`src/rtl/cpu_bus_responder_pkg.sv`:
```
// -----------------------------------------------------------------------------
// bus_pkg
// Shared definitions for the CPU bus responder slice:
//   - default bus widths and the open-bus read value
//   - T-phase constants T0..T3 of a machine cycle
//   - responder FSM state codes (IDLE, READ, WRITE)
//   - default HRAM window that stays reachable while OAM DMA owns the bus
// -----------------------------------------------------------------------------
package bus_pkg;

    localparam int BUS_ADDR_W = 16;
    localparam int BUS_DATA_W = 8;

    localparam logic [BUS_DATA_W-1:0] BUS_OPEN_BUS = 8'hFF;
    localparam logic [BUS_ADDR_W-1:0] BUS_HRAM_LO  = 16'hFF80;
    localparam logic [BUS_ADDR_W-1:0] BUS_HRAM_HI  = 16'hFFFE;

    // T-phases of one machine cycle; one phase per clk.
    localparam logic [1:0] T0 = 2'd0;
    localparam logic [1:0] T1 = 2'd1;
    localparam logic [1:0] T2 = 2'd2;
    localparam logic [1:0] T3 = 2'd3;

    // Responder FSM state codes, kept as plain constants for legacy tools.
    localparam logic [1:0] ST_IDLE  = 2'd0;
    localparam logic [1:0] ST_READ  = 2'd1;
    localparam logic [1:0] ST_WRITE = 2'd2;

endpackage

```
`src/rtl/cpu_bus_responder_if.sv`:
```
// -----------------------------------------------------------------------------
// cpu_bus_if
// Bundles the core-side request/data pins and the memory-port strobes that the
// responder sits between.
//   master : core + memory fabric side (drives requests, read data, ack, DMA)
//   slave  : the responder (drives CPU_DIN, phase, memory strobes, pulses)
// Signals:
//   cpu_rd, cpu_wr, cpu_addr, cpu_dout   core request, sampled by the responder
//   cpu_din, din_valid                   read data back to the core latch
//   phase                                current T-phase 0..3
//   mem_addr, mem_rd, mem_wr, mem_wdata  memory-port access
//   mem_rdata, mem_ack                   memory read return
//   dma_active                           OAM DMA in progress
//   bus_timeout, bus_conflict            one-clk status pulses
// -----------------------------------------------------------------------------
interface cpu_bus_if
    import bus_pkg::*;
#(
    parameter int ADDR_W = BUS_ADDR_W,
    parameter int DATA_W = BUS_DATA_W
);

    logic              cpu_rd;
    logic              cpu_wr;
    logic [ADDR_W-1:0] cpu_addr;
    logic [DATA_W-1:0] cpu_dout;
    logic [DATA_W-1:0] cpu_din;
    logic              din_valid;
    logic [1:0]        phase;
    logic [ADDR_W-1:0] mem_addr;
    logic              mem_rd;
    logic              mem_wr;
    logic [DATA_W-1:0] mem_wdata;
    logic [DATA_W-1:0] mem_rdata;
    logic              mem_ack;
    logic              dma_active;
    logic              bus_timeout;
    logic              bus_conflict;

    modport master (
        output cpu_rd, cpu_wr, cpu_addr, cpu_dout, mem_rdata, mem_ack, dma_active,
        input  cpu_din, din_valid, phase, mem_addr, mem_rd, mem_wr, mem_wdata,
               bus_timeout, bus_conflict
    );

    modport slave (
        input  cpu_rd, cpu_wr, cpu_addr, cpu_dout, mem_rdata, mem_ack, dma_active,
        output cpu_din, din_valid, phase, mem_addr, mem_rd, mem_wr, mem_wdata,
               bus_timeout, bus_conflict
    );

endinterface

```
`src/rtl/cpu_bus_responder_phase_counter.sv`:
```
// -----------------------------------------------------------------------------
// bus_phase_counter
// Free-running 2-bit T-phase counter: 0,1,2,3,0,... with no gap at the wrap.
// Ports:
//   clk    in   single clock, one T-phase per clk
//   reset  in   synchronous, active-high; forces phase T0
//   phase  out  current T-phase
// -----------------------------------------------------------------------------
module bus_phase_counter
    import bus_pkg::*;
(
    input  logic       clk,
    input  logic       reset,
    output logic [1:0] phase
);

    // NOTE: registers use non-blocking assignment so every flop samples the
    // pre-edge value of every other flop, independent of statement order.
    always_ff @(posedge clk) begin
        if (reset) begin
            phase <= T0;
        end else begin
            phase <= phase + 2'd1;   // natural 2-bit wrap 3 -> 0
        end
    end

endmodule

```
`src/rtl/cpu_bus_responder.sv`:
```
// -----------------------------------------------------------------------------
// cpu_bus_responder
// ASIC-side end of the CPU data-latch interface. Each machine cycle is four
// T-phases; the request is sampled once in T0, one memory-port access is
// issued, read data is presented to the core latch during T3 and then kept
// (bus keeper) until the next completed read.
//
// Ports:
//   clk    in   single clock, one T-phase per clk
//   reset  in   synchronous, active-high
//   bus    cpu_bus_if.slave (core request/data, memory port, status pulses)
//
// Configuration:
//   BUS_DMA_LOCK_EN  when defined, an access sampled in T0 with dma_active
//                    high and an address outside HRAM_LO..HRAM_HI gets no
//                    memory strobe; reads return OPEN_BUS without a timeout,
//                    writes are dropped. Undefined: dma_active is ignored.
// -----------------------------------------------------------------------------
module cpu_bus_responder
    import bus_pkg::*;
#(
    parameter int                ADDR_W   = BUS_ADDR_W,
    parameter int                DATA_W   = BUS_DATA_W,
    parameter logic [DATA_W-1:0] OPEN_BUS = BUS_OPEN_BUS,
    parameter logic [ADDR_W-1:0] HRAM_LO  = BUS_HRAM_LO,
    parameter logic [ADDR_W-1:0] HRAM_HI  = BUS_HRAM_HI
)(
    input  logic     clk,
    input  logic     reset,
    cpu_bus_if.slave bus
);

    logic [1:0]        phase;
    logic [1:0]        state_q;
    logic              mem_rd_q;
    logic              mem_wr_q;
    logic [ADDR_W-1:0] mem_addr_q;
    logic [DATA_W-1:0] mem_wdata_q;
    logic [DATA_W-1:0] cpu_din_q;
    logic              din_valid_q;
    logic              timeout_q;
    logic              conflict_q;
    logic              rd_acked_q;    // first ack of this read already taken
    logic              rd_blocked_q;  // read suppressed by the DMA lock
    logic [DATA_W-1:0] rdata_q;       // read data captured on the first ack

    logic in_hram;
    logic lock_hit;
    logic ack_hit;

    bus_phase_counter u_phase (
        .clk   (clk),
        .reset (reset),
        .phase (phase)
    );

    assign in_hram = (bus.cpu_addr >= HRAM_LO) && (bus.cpu_addr <= HRAM_HI);

`ifdef BUS_DMA_LOCK_EN
    assign lock_hit = bus.dma_active && !in_hram;
`else
    assign lock_hit = 1'b0;
    logic unused_lock;
    assign unused_lock = bus.dma_active ^ in_hram;
`endif

    // mem_rd_q is only ever high in READ phases 1-2, so an ack seen anywhere
    // else falls out of this term and is ignored.
    assign ack_hit = mem_rd_q && bus.mem_ack;

    always_ff @(posedge clk) begin
        if (reset) begin
            state_q      <= ST_IDLE;
            mem_rd_q     <= 1'b0;
            mem_wr_q     <= 1'b0;
            mem_addr_q   <= '0;
            mem_wdata_q  <= '0;
            cpu_din_q    <= OPEN_BUS;
            din_valid_q  <= 1'b0;
            timeout_q    <= 1'b0;
            conflict_q   <= 1'b0;
            rd_acked_q   <= 1'b0;
            rd_blocked_q <= 1'b0;
            rdata_q      <= OPEN_BUS;
        end else begin
            // Status outputs are single-clk pulses unless re-asserted below.
            timeout_q  <= 1'b0;
            conflict_q <= 1'b0;

            case (phase)
                T0: begin
                    mem_addr_q   <= bus.cpu_addr;
                    rd_acked_q   <= 1'b0;
                    rd_blocked_q <= 1'b0;
                    if (bus.cpu_rd && bus.cpu_wr) begin
                        state_q    <= ST_IDLE;
                        conflict_q <= 1'b1;
                    end else if (bus.cpu_rd) begin
                        // A locked read still runs the cycle so the core
                        // gets OPEN_BUS in T3, but never strobes memory.
                        state_q      <= ST_READ;
                        rd_blocked_q <= lock_hit;
                        mem_rd_q     <= !lock_hit;
                    end else if (bus.cpu_wr && !lock_hit) begin
                        state_q <= ST_WRITE;
                    end else begin
                        state_q <= ST_IDLE;
                    end
                end

                T1: begin
                    if (ack_hit) begin
                        rdata_q    <= bus.mem_rdata;
                        rd_acked_q <= 1'b1;
                        mem_rd_q   <= 1'b0;
                    end
                    if (state_q == ST_WRITE) begin
                        mem_wdata_q <= bus.cpu_dout;
                        mem_wr_q    <= 1'b1;
                    end
                end

                T2: begin
                    mem_rd_q <= 1'b0;
                    mem_wr_q <= 1'b0;
                    if (state_q == ST_READ) begin
                        din_valid_q <= 1'b1;
                        if (ack_hit) begin
                            rdata_q   <= bus.mem_rdata;
                            cpu_din_q <= bus.mem_rdata;
                        end else if (rd_acked_q) begin
                            cpu_din_q <= rdata_q;
                        end else begin
                            rdata_q   <= OPEN_BUS;
                            cpu_din_q <= OPEN_BUS;
                            timeout_q <= !rd_blocked_q;
                        end
                    end
                end

                default: begin   // T3: close the machine cycle
                    din_valid_q <= 1'b0;
                    mem_rd_q    <= 1'b0;
                    mem_wr_q    <= 1'b0;
                    state_q     <= ST_IDLE;
                end
            endcase
        end
    end

    assign bus.phase        = phase;
    assign bus.mem_addr     = mem_addr_q;
    assign bus.mem_rd       = mem_rd_q;
    assign bus.mem_wr       = mem_wr_q;
    assign bus.mem_wdata    = mem_wdata_q;
    assign bus.cpu_din      = cpu_din_q;
    assign bus.din_valid    = din_valid_q;
    assign bus.bus_timeout  = timeout_q;
    assign bus.bus_conflict = conflict_q;

endmodule

```
`src/flat_wrapper.sv`:
```
// flat-port wrapper written by rule: the top's interface ports become plain ports
module cpu_bus_responder_flat import bus_pkg::*;
#(
    parameter int                ADDR_W   = BUS_ADDR_W,
    parameter int                DATA_W   = BUS_DATA_W,
    parameter logic [DATA_W-1:0] OPEN_BUS = BUS_OPEN_BUS,
    parameter logic [ADDR_W-1:0] HRAM_LO  = BUS_HRAM_LO,
    parameter logic [ADDR_W-1:0] HRAM_HI  = BUS_HRAM_HI
)
  (clk, reset, bus_cpu_rd, bus_cpu_wr, bus_cpu_addr, bus_cpu_dout, bus_mem_rdata, bus_mem_ack, bus_dma_active, bus_cpu_din, bus_din_valid, bus_phase, bus_mem_addr, bus_mem_rd, bus_mem_wr, bus_mem_wdata, bus_bus_timeout, bus_bus_conflict);
  cpu_bus_if #(.ADDR_W(ADDR_W), .DATA_W(DATA_W)) bus_i ();
  input  logic clk;
  input  logic reset;
  input wire logic [$bits(bus_i.cpu_rd)-1:0] bus_cpu_rd;
  input wire logic [$bits(bus_i.cpu_wr)-1:0] bus_cpu_wr;
  input wire logic [$bits(bus_i.cpu_addr)-1:0] bus_cpu_addr;
  input wire logic [$bits(bus_i.cpu_dout)-1:0] bus_cpu_dout;
  input wire logic [$bits(bus_i.mem_rdata)-1:0] bus_mem_rdata;
  input wire logic [$bits(bus_i.mem_ack)-1:0] bus_mem_ack;
  input wire logic [$bits(bus_i.dma_active)-1:0] bus_dma_active;
  output wire logic [$bits(bus_i.cpu_din)-1:0] bus_cpu_din;
  output wire logic [$bits(bus_i.din_valid)-1:0] bus_din_valid;
  output wire logic [$bits(bus_i.phase)-1:0] bus_phase;
  output wire logic [$bits(bus_i.mem_addr)-1:0] bus_mem_addr;
  output wire logic [$bits(bus_i.mem_rd)-1:0] bus_mem_rd;
  output wire logic [$bits(bus_i.mem_wr)-1:0] bus_mem_wr;
  output wire logic [$bits(bus_i.mem_wdata)-1:0] bus_mem_wdata;
  output wire logic [$bits(bus_i.bus_timeout)-1:0] bus_bus_timeout;
  output wire logic [$bits(bus_i.bus_conflict)-1:0] bus_bus_conflict;
  assign bus_i.cpu_rd = bus_cpu_rd;
  assign bus_i.cpu_wr = bus_cpu_wr;
  assign bus_i.cpu_addr = bus_cpu_addr;
  assign bus_i.cpu_dout = bus_cpu_dout;
  assign bus_i.mem_rdata = bus_mem_rdata;
  assign bus_i.mem_ack = bus_mem_ack;
  assign bus_i.dma_active = bus_dma_active;
  assign bus_cpu_din = bus_i.cpu_din;
  assign bus_din_valid = bus_i.din_valid;
  assign bus_phase = bus_i.phase;
  assign bus_mem_addr = bus_i.mem_addr;
  assign bus_mem_rd = bus_i.mem_rd;
  assign bus_mem_wr = bus_i.mem_wr;
  assign bus_mem_wdata = bus_i.mem_wdata;
  assign bus_bus_timeout = bus_i.bus_timeout;
  assign bus_bus_conflict = bus_i.bus_conflict;
  cpu_bus_responder #(.ADDR_W(ADDR_W), .DATA_W(DATA_W), .OPEN_BUS(OPEN_BUS), .HRAM_LO(HRAM_LO), .HRAM_HI(HRAM_HI)) u_core (.clk(clk), .reset(reset), .bus(bus_i));
endmodule
```
`config.mk`:
```
export PLATFORM = sky130hd
export DESIGN_NAME = cpu_bus_responder_flat
export DESIGN_NICKNAME = d
export VERILOG_FILES = /design/src/rtl/cpu_bus_responder_pkg.sv /design/src/rtl/cpu_bus_responder_if.sv /design/src/rtl/cpu_bus_responder_phase_counter.sv /design/src/rtl/cpu_bus_responder.sv /design/src/flat_wrapper.sv
export SDC_FILE = /design/constraint.sdc
export NUM_CORES = 1
export LEC_CHECK = 0
export ABC_AREA = 1
export BUFFER_PORTS_ARGS = -buffer_cell sky130_fd_sc_hd__clkbuf_2
export CAP_MARGIN = 20
export CORE_UTILIZATION = 53
export DETAILED_ROUTE_END_ITERATION = 8
export PLACE_DENSITY_LB_ADDON = 0.12
export REMOVE_ABC_BUFFERS = 1
export SYNTH_ARGS = -nofsm -noshare
export SYNTH_HDL_FRONTEND = slang
export SYNTH_SLANG_ARGS = --single-unit
```
`constraint.sdc`:
```
create_clock -name clk -period 3.55 [get_ports clk]
set_clock_uncertainty 0.05 [all_clocks]
set_input_delay 0.71 -clock clk [delete_from_list [all_inputs] [get_ports clk]]
set_output_delay 0.71 -clock clk [all_outputs]
set_load 0.005 [all_outputs]
```
* After elaboration in Yosys (flattened, before gate mapping)
Cells that the tools add are included.
** Storage, ports and cells
- Register bits after elaboration :: 50
- Input bits :: 38
- Output and inout bits :: 39
** Operators by class
- Add/subtract/negate cells :: 1
- Eq/ne operators :: 9
- Mux-type cells :: 20
- Bitwise gates (word level) :: 4
- Reductions and logical operators :: 16
** Operator list (count)
- $mux W8 :: 4
- $pmux W8 S2 :: 1
- $reduce_and A2 Y1 :: 5
- $pmux W1 S2 :: 4
- $mux W1 :: 7
- $mux W2 :: 3
- $ne A2 B1 Y1 const B :: 3
- $reduce_and A3 Y1 :: 2
- $reduce_or A2 Y1 :: 3
- $reduce_or A5 Y1 :: 1
- $eq A2 B1 Y1 const B :: 2
- $eq A2 B2 Y1 const B :: 2
- $ne A2 B2 Y1 const B :: 2
- $not A1 Y1 :: 4
- $pmux W2 S2 :: 1
- $reduce_bool A2 Y1 :: 2
- $add A2 B1 Y2 const B :: 1
- $logic_and A1 B1 Y1 :: 2
- $logic_not A2 Y1 :: 1

* Longest topological paths before layout
Gate-level depths: netlist of the first run.
- Word-level depth :: 4
- Mapped depth :: 9

* Cells and area by module
From an unflattened synthesis of the first run, not the netlist that was laid out.
** Unflattened totals
- Cells, all modules :: 300
- Area total of the unflattened synthesis :: 2229.6 um^2
** Modules (own cells, without submodules)
- cpu_bus_responder :: times used 1, cells an instance 292, area an instance 2167.1 um^2
- bus_phase_counter :: times used 1, cells an instance 8, area an instance 62.6 um^2

* Worst setup path after synthesis of the first run
OpenSTA, ideal clock, no wires.
- Kind :: input -> register
- Start point :: input bus_mem_ack
- End point :: register u_core.rdata_q[0]
- Library setup time :: 0.117 ns
- Data arrival time :: 1.299 ns
- Data required time :: 3.383 ns
- Slack :: 2.085 ns
- Cell stages on the path :: 7
- Buffers on the path :: 1
- Cell sequence :: buf_4 > nand2_4 > nand2_4 > nand2_4 > inv_4 > nand2_1 > nand2_1
** On the way
- Word-level cells in the longest chain between the ends :: 4
- Elaborated cells between the ends (all ways) :: 6
- Those cells by class :: eq/ne (1); mux (3); reduce/logical (2)
** RTL lines
- start, declared :: line flat_wrapper.sv:19 : input wire logic [$bits(bus_i.mem_ack)-1:0] bus_mem_ack;
- $logic_and A1 B1 Y1 (*) :: line cpu_bus_responder.sv:69 : assign ack_hit = mem_rd_q && bus.mem_ack;
- $mux W8
- $mux W8 :: line cpu_bus_responder.sv:126 : if (state_q == ST_READ) begin
- $pmux W8 S2 :: line cpu_bus_responder.sv:90 : case (phase)
- end signal, assigned :: line cpu_bus_responder.sv:113 : rdata_q <= bus.mem_rdata;
- end signal, assigned :: line cpu_bus_responder.sv:129 : rdata_q <= bus.mem_rdata;
- end, declared :: line cpu_bus_responder.sv:45 : logic [DATA_W-1:0] rdata_q;
Mark *: on every way between the ends. The rest lies on a longest branch, timed or not. The select of a mux whose other input is x is not followed.
A chain may end at the register's enable or synchronous reset.

* Final worst setup path of the first run
- Start point :: register u_core.u_phase.phase[0]
- End point :: register u_core.rdata_q[7]
** On the way
- Word-level cells in the longest chain between the ends :: 3
- Elaborated cells between the ends (all ways) :: 7
- Those cells by class :: eq/ne (4); mux (1); reduce/logical (2)
** RTL lines
- start, declared :: line cpu_bus_responder_phase_counter.sv:14 : output logic [1:0] phase
- start signal, assigned :: line cpu_bus_responder_phase_counter.sv:23 : phase <= phase + 2'd1;
- $eq A2 B2 Y1 / $eq A2 B1 Y1 (equally long branches) :: line cpu_bus_responder.sv:90
- $ne A2 B1 Y1 (no source line) / $reduce_bool A2 Y1 (equally long branches)
- $reduce_and A3 Y1 (no source line)
Parallel ways exist; a longest one is shown, timed or not.

==> metrics.txt, run 1 <==
relative slew slack 57.3%; slew at the pin with the worst max-slew slack 0.640 ns; Synth Cell Area 0.00218 mm²; die footprint 0.00438 mm²; CP bufs+invs 3; final setup TNS 0 ns; Area contributors post-synth dfxtp_1, nand2_1, nor2_1; Sequential cell area between 0.001 and 0.0015 mm²; Final Max Tran Viols 0; PD cells 435 mW/mm²; commonest non-fill, non-tap cell in the layout clkbuf_2; commonest cells after routing, fill and taps aside clkbuf_2, nand2_1, nor2_1; worst vdd ir 0.000336 V; layout cell share with drive strength beyond 1 24.4%; initial antenna violation count 0; class of the worst hold path reg2reg; Seq/Total Area, Yosys 45.8%; synthesized instance count 299; CTS Buf Count 5; endpoints failing setup 0; CTS tree done; share of the synthesized area in the top cell type 45.8%; I/O Pins 77; syn_area_per_cell ~7.3 µm²; CP max stage cell ha_1; Crit Path Class reg2reg; clock-pin transition on the worst setup and hold timing paths ~0.080 ns; Max stage delay on crit path 0.47 ns; initial core utilization 57.5%; ANT cells 0; Die Span X 66.2 µm; top cell type by total area after synthesis dfxtp_1; status finished clean; PortBufs 75; Lkg Pwr about 0.0013 µW; drt total wl 4850 µm; Vias/cell roughly 5.0; htree depth 2; CP top delay family simple AND/OR/NAND/NOR gates; CTS sink cnt 50; worst reg2reg setup slack 1.68 ns; Period Utilization, post-route about 53%; GPL Wtd Cong 0.817; largest net degree at the start of global routing 26; Detail Placement HPWL 3460 µm; CTS resizes 0; WP data arrival 2.01 ns; hold buffer count at cts 0; CP endpoint kind flop; Crit path required time roughly 3.7 ns; Placed Instances a little over 400; vias after detailed routing just over 2000; Max-Cap Viols 0; Worst-Skew Late Latency 0.30 ns; Root Driver clkbuf_8; Yosys Warn Count 0; Core Area 0.00380 mm²; RSZ-0062 raised after global routing false; synth unique cells 23; area growth from synthesis to layout 19.8%; setup bufs post-CTS 0; fin crit period 1.87 ns; row cnt 22; Final nets 412; cells along the critical path inv_1 > ha_1 > inv_2 > nand2_1 > nand2_4 > nand2_4 > inv_4 > nand2_1 > nand2_1; final instance count without filler cells 417; Seq cells post-synth 50; Antenna Nets Post-Route 0; CP max FO 11; Avg WL per Cell 11.6 µm; drt drc 0; vias in the first global route 1844; area of the multi-input gates slightly below 0.001 mm²; die height roughly 66 µm; first-pass iteration count of the detailed router 4; endpoints failing hold 0; gr usage total between 20% and 30%; CP startpoint kind flop; most used cell, CP nand2_1; Peak Freq around 530 MHz; Clock Tree Buf Depth 2; drt initial violations 105; grt ovf 0; Fillers 371; first-pass GRT wire length between 8000 and 9000 µm
==> worst min-delay path: cells and delay by family (launching register included) <==
family | cells | cell delay, ns
AO/OA/AOI/OAI | 1 | 0.05
flip-flops | 1 | 0.31
buffers and inverters | 1 | 0.05
==> synthesized netlist by cell type, drive strengths merged <==
cell type	number
buf	9
inv	29
o21ai	29
dfxtp	50
nand4	1
nand3	38
nor2	51
ha	5
nand2	62
clkinv	2
a21oi	19
clkbuf	4
==> sequential cells by signal, indices dropped and copies added, names as in the netlist <==
signal,count
u_core.bus.mem_wr,1
u_core.rd_acked_q,1
u_core.bus.bus_timeout,1
u_core.bus.mem_wdata,8
u_core.bus.bus_conflict,1
u_core.bus.mem_addr,16
u_core.rdata_q,8
u_core.u_phase.phase,2
u_core.bus.mem_rd,1
u_core.bus.cpu_din,8
u_core.bus.din_valid,1
u_core.state_q,2
==> per-stage QoR <==
step	setup slack (ns)	total power, µW	cell area, µm²	utilization (%)	hold slack, ns
floorplan	1.95	759	2100	-	0.377
global placement	1.41	838	2540	66.8	0.380
detailed placement	1.37	845	2540	66.8	0.385
CTS	1.68	1150	2620	68.8	0.397
global route	1.45	1210	2620	68.8	0.420
finish	1.68	1140	2620	68.8	0.395
==> layout make-up <==
cell class / instances / share of cell area, %
sequential: 50 / 38.3
clock buffer: 7 / 2.92
inverter: 31 / 4.74
multi-input combinational: 205 / 37.1
timing repair buffer: 76 / 14.6
tap: 48 / 2.30
==> power by group <==
| group | leakage [µW] | internal (µW) | switching [µW] | total, µW |
|---|---|---|---|---|
| combinational | 0.000845 | 81.7 | 124 | 205 |
| clock | 0.0000383 | 136 | 169 | 305 |
| sequential | 0.000411 | 602 | 24.1 | 626 |
| total | 0.00129 | 820 | 317 | 1140 |
==> metal layers <==
metal  global-route usage, %  share of wire [%]  routed length, µm
met5                       0                  0                  0
met4                    8.78                1.5                 74
met3                    4.31                4.3                207
met2                    40.9                 48               2300
met1                    30.9                 47               2260
==> kinds of logic after synthesis <==
family / share of synthesized area, %
and+or+nand+nor: 30.6
DFF: 45.8
AOI/OAI and AO/OA: 11.0
buffers and inverters: 9.68
adders and majority gates: 2.87
==> final timing paths <==
path,startpoint,to,cells past startpoint
max,u_core.u_phase.phase[0]$_SDFF_PP0_,u_core.rdata_q[7]$_SDFFE_PP1P_,9
min,u_core.bus.mem_wdata[0]$_SDFFE_PP0P_,u_core.bus.mem_wdata[0]$_SDFFE_PP0P_,2
max reg2reg,u_core.u_phase.phase[0]$_SDFF_PP0_,u_core.rdata_q[7]$_SDFFE_PP1P_,9
min reg2reg,u_core.bus.mem_wdata[0]$_SDFFE_PP0P_,u_core.bus.mem_wdata[0]$_SDFFE_PP0P_,2
Note: power is estimated with default switching activity, not from simulation.
==> run 2: changes to the inputs <==
- CORE_UTILIZATION: 53 -> 44
- clock period: 3.55 -> 1.55 ns (I/O delays scaled with it)
==> run 2 against run 1 <==
Against the previous run: core utilization decreased by 11 points; worst hold slack got worse by 0.23 ns; combinational power increased to 2.5 times the previous value; sequential power increased by 130%; clock power increased to 2.7 times the previous value; final area increased by 5.9%; non-clock buffer count increased by 10; flip-flop and latch count unchanged; maximum frequency increased by 31%; largest power group unchanged; register-to-register slack got worse by 1.6 ns.
==> metrics.txt, run 2 (synthesis results as in run 1) <==
first-pass iteration count of the detailed router 4; Period Utilization, post-route 92.1%; Root Driver clkbuf_8; commonest non-fill, non-tap cell in the layout clkbuf_2; gr usage total between 10% and 20%; area of the multi-input gates around 980 µm²; Max-Cap Viols 0; CTS sink cnt 50; initial core utilization between 40% and 50%; number of flip-flops in the largest register 16; initial antenna violation count 0; RSZ-0062 raised after global routing false; setup ws final between 0.1 and 0.15 ns; worst reg2reg setup slack ~0.12 ns; WP data arrival 1.58 ns; row cnt 25; die height 72.4 µm; Sequential cell area 0.00100 mm²; htree depth 2; CP top delay family flip-flops; final setup TNS 0 ns; vias after detailed routing 2107; area growth from synthesis to layout 26.9%; Clock Tree Buf Depth 2; status finished clean; M3 GR Usage 4.31%; grt ovf 0; final instance count without filler cells 447; Die Span X 72.4 µm; class of the worst hold path in2reg; Vias/cell approximately 4.7; hold buffer count at cts 0; layout cell share with drive strength beyond 1 roughly 27%; CP bufs+invs 2; Avg WL per Cell 11.3 µm; CTS resizes 0; CP max FO 9; first-pass GRT wire length 7980 µm; worst vdd ir 0.000601 V; Detail Placement HPWL 3630 µm; Lkg Pwr 0.00136 µW; Most Crowded Layer GR met2; CP max stage cell dfxtp_2; Crit Path Class reg2reg; Final nets 422; drt total wl 5040 µm; reg-to-reg endpoint u_core.rdata_q[6]$_SDFFE_PP1P_; PortBufs 75; drt drc 0; endpoints failing setup 0; Hold Path Stages 3; CTS Buf Count 5; slew at the pin with the worst max-slew slack 0.297 ns; endpoints failing hold 0; I/O Pins 77; ANT cells 0; GPL Wtd Cong just over 0.8; fin crit period 1.43 ns; worst slack at placement 0.0450 ns; Placed Instances 439; clock-pin transition on the worst setup and hold timing paths 0.10 ns; Final Max Tran Viols 0; met1 Usage GRT 26.3%; Crit path required time 1.70 ns; Antenna Nets Post-Route 0; CP startpoint kind flop; Fillers 492; Peak Freq 700 MHz; largest net degree at the start of global routing 34; Reg2Reg Depth 8; Power Total 2770 µW; Core Area 0.00475 mm²; vias in the first global route ~1700; Min-Delay Endpoint u_core.bus.mem_addr[0]$_SDFFE_PP0N_; relative slew slack 80.1%; commonest cells after routing, fill and taps aside clkbuf_2, nand2_1, nor2_1; drt initial violations 146; cells along the critical path inv_1 > ha_1 > inv_2 > nand2_1 > nand2_4 > nand2_4 > a21oi_1 > nand2_1; CTS tree done; die footprint approximately 0.0052 mm²; Max stage delay on crit path about 0.38 ns; Hold Startpoint bus_cpu_addr[0]; setup bufs post-CTS 0; PD cells between 1000 and 1500 mW/mm²; met2 Use GR between 30% and 40%; CP endpoint kind flop; r2r startpoint u_core.u_phase.phase[0]$_SDFF_PP0_; Worst-Skew Late Latency 0.30 ns
## run 2: through the flow
stage	utilization [%]	area (µm²)	hold slack, ns
5_1_grt	58.3	2770	0.164
3_3_place_gp	56.0	2660	0.379
6_report	58.3	2770	0.166
2_1_floorplan	-	2100	0.327
4_1_cts	58.1	2760	0.163
3_5_place_dp	56.0	2660	0.384
## run 2: final cells by class
class | count | share of cell area, %
clock buffer | 6 | 2.98
clock inverter | 2 | 0.587
inverter | 31 | 4.47
multi-input combinational | 205 | 35.3
sequential | 50 | 36.2
tap | 67 | 3.03
timing repair buffer | 86 | 17.4
## run 2: routing by layer
metal	part of all wire [%]	routed length [µm]	up-vias
li1	-	-	1112
met1	48	2450	943
met2	46	2310	46
met3	4.5	225	6
met4	1.1	58	0
met5	0	0	-
## run 2: worst max path at each step
| stage | from | to | cells after the start |
|---|---|---|---|
| floorplan | u_core.u_phase.phase[0]$_SDFF_PP0_ | u_core.rdata_q[0]$_SDFFE_PP1P_ | 8 |
| global placement | u_core.u_phase.phase[0]$_SDFF_PP0_ | u_core.rdata_q[5]$_SDFFE_PP1P_ | 8 |
| detailed placement | u_core.u_phase.phase[0]$_SDFF_PP0_ | u_core.rdata_q[6]$_SDFFE_PP1P_ | 8 |
| CTS | u_core.u_phase.phase[0]$_SDFF_PP0_ | u_core.rdata_q[6]$_SDFFE_PP1P_ | 8 |
| global route | u_core.u_phase.phase[1]$_SDFF_PP0_ | u_core.rdata_q[0]$_SDFFE_PP1P_ | 7 |
| finish | u_core.u_phase.phase[0]$_SDFF_PP0_ | u_core.rdata_q[6]$_SDFFE_PP1P_ | 8 |
## run 2: worst reg2reg max path, cell delays in order (launching register included)
cell and delay, ns:
dfxtp_2 0.38, inv_1 0.09, ha_1 0.28, inv_2 0.08
nand2_1 0.08, nand2_4 0.09, nand2_4 0.10, a21oi_1 0.14
nand2_1 0.06
## run 2: power by group
group          switching (µW)  leakage [µW]  internal (µW)
combinational             299      0.000903            223
sequential               48.5      0.000411           1380
clock                     455     0.0000478            368
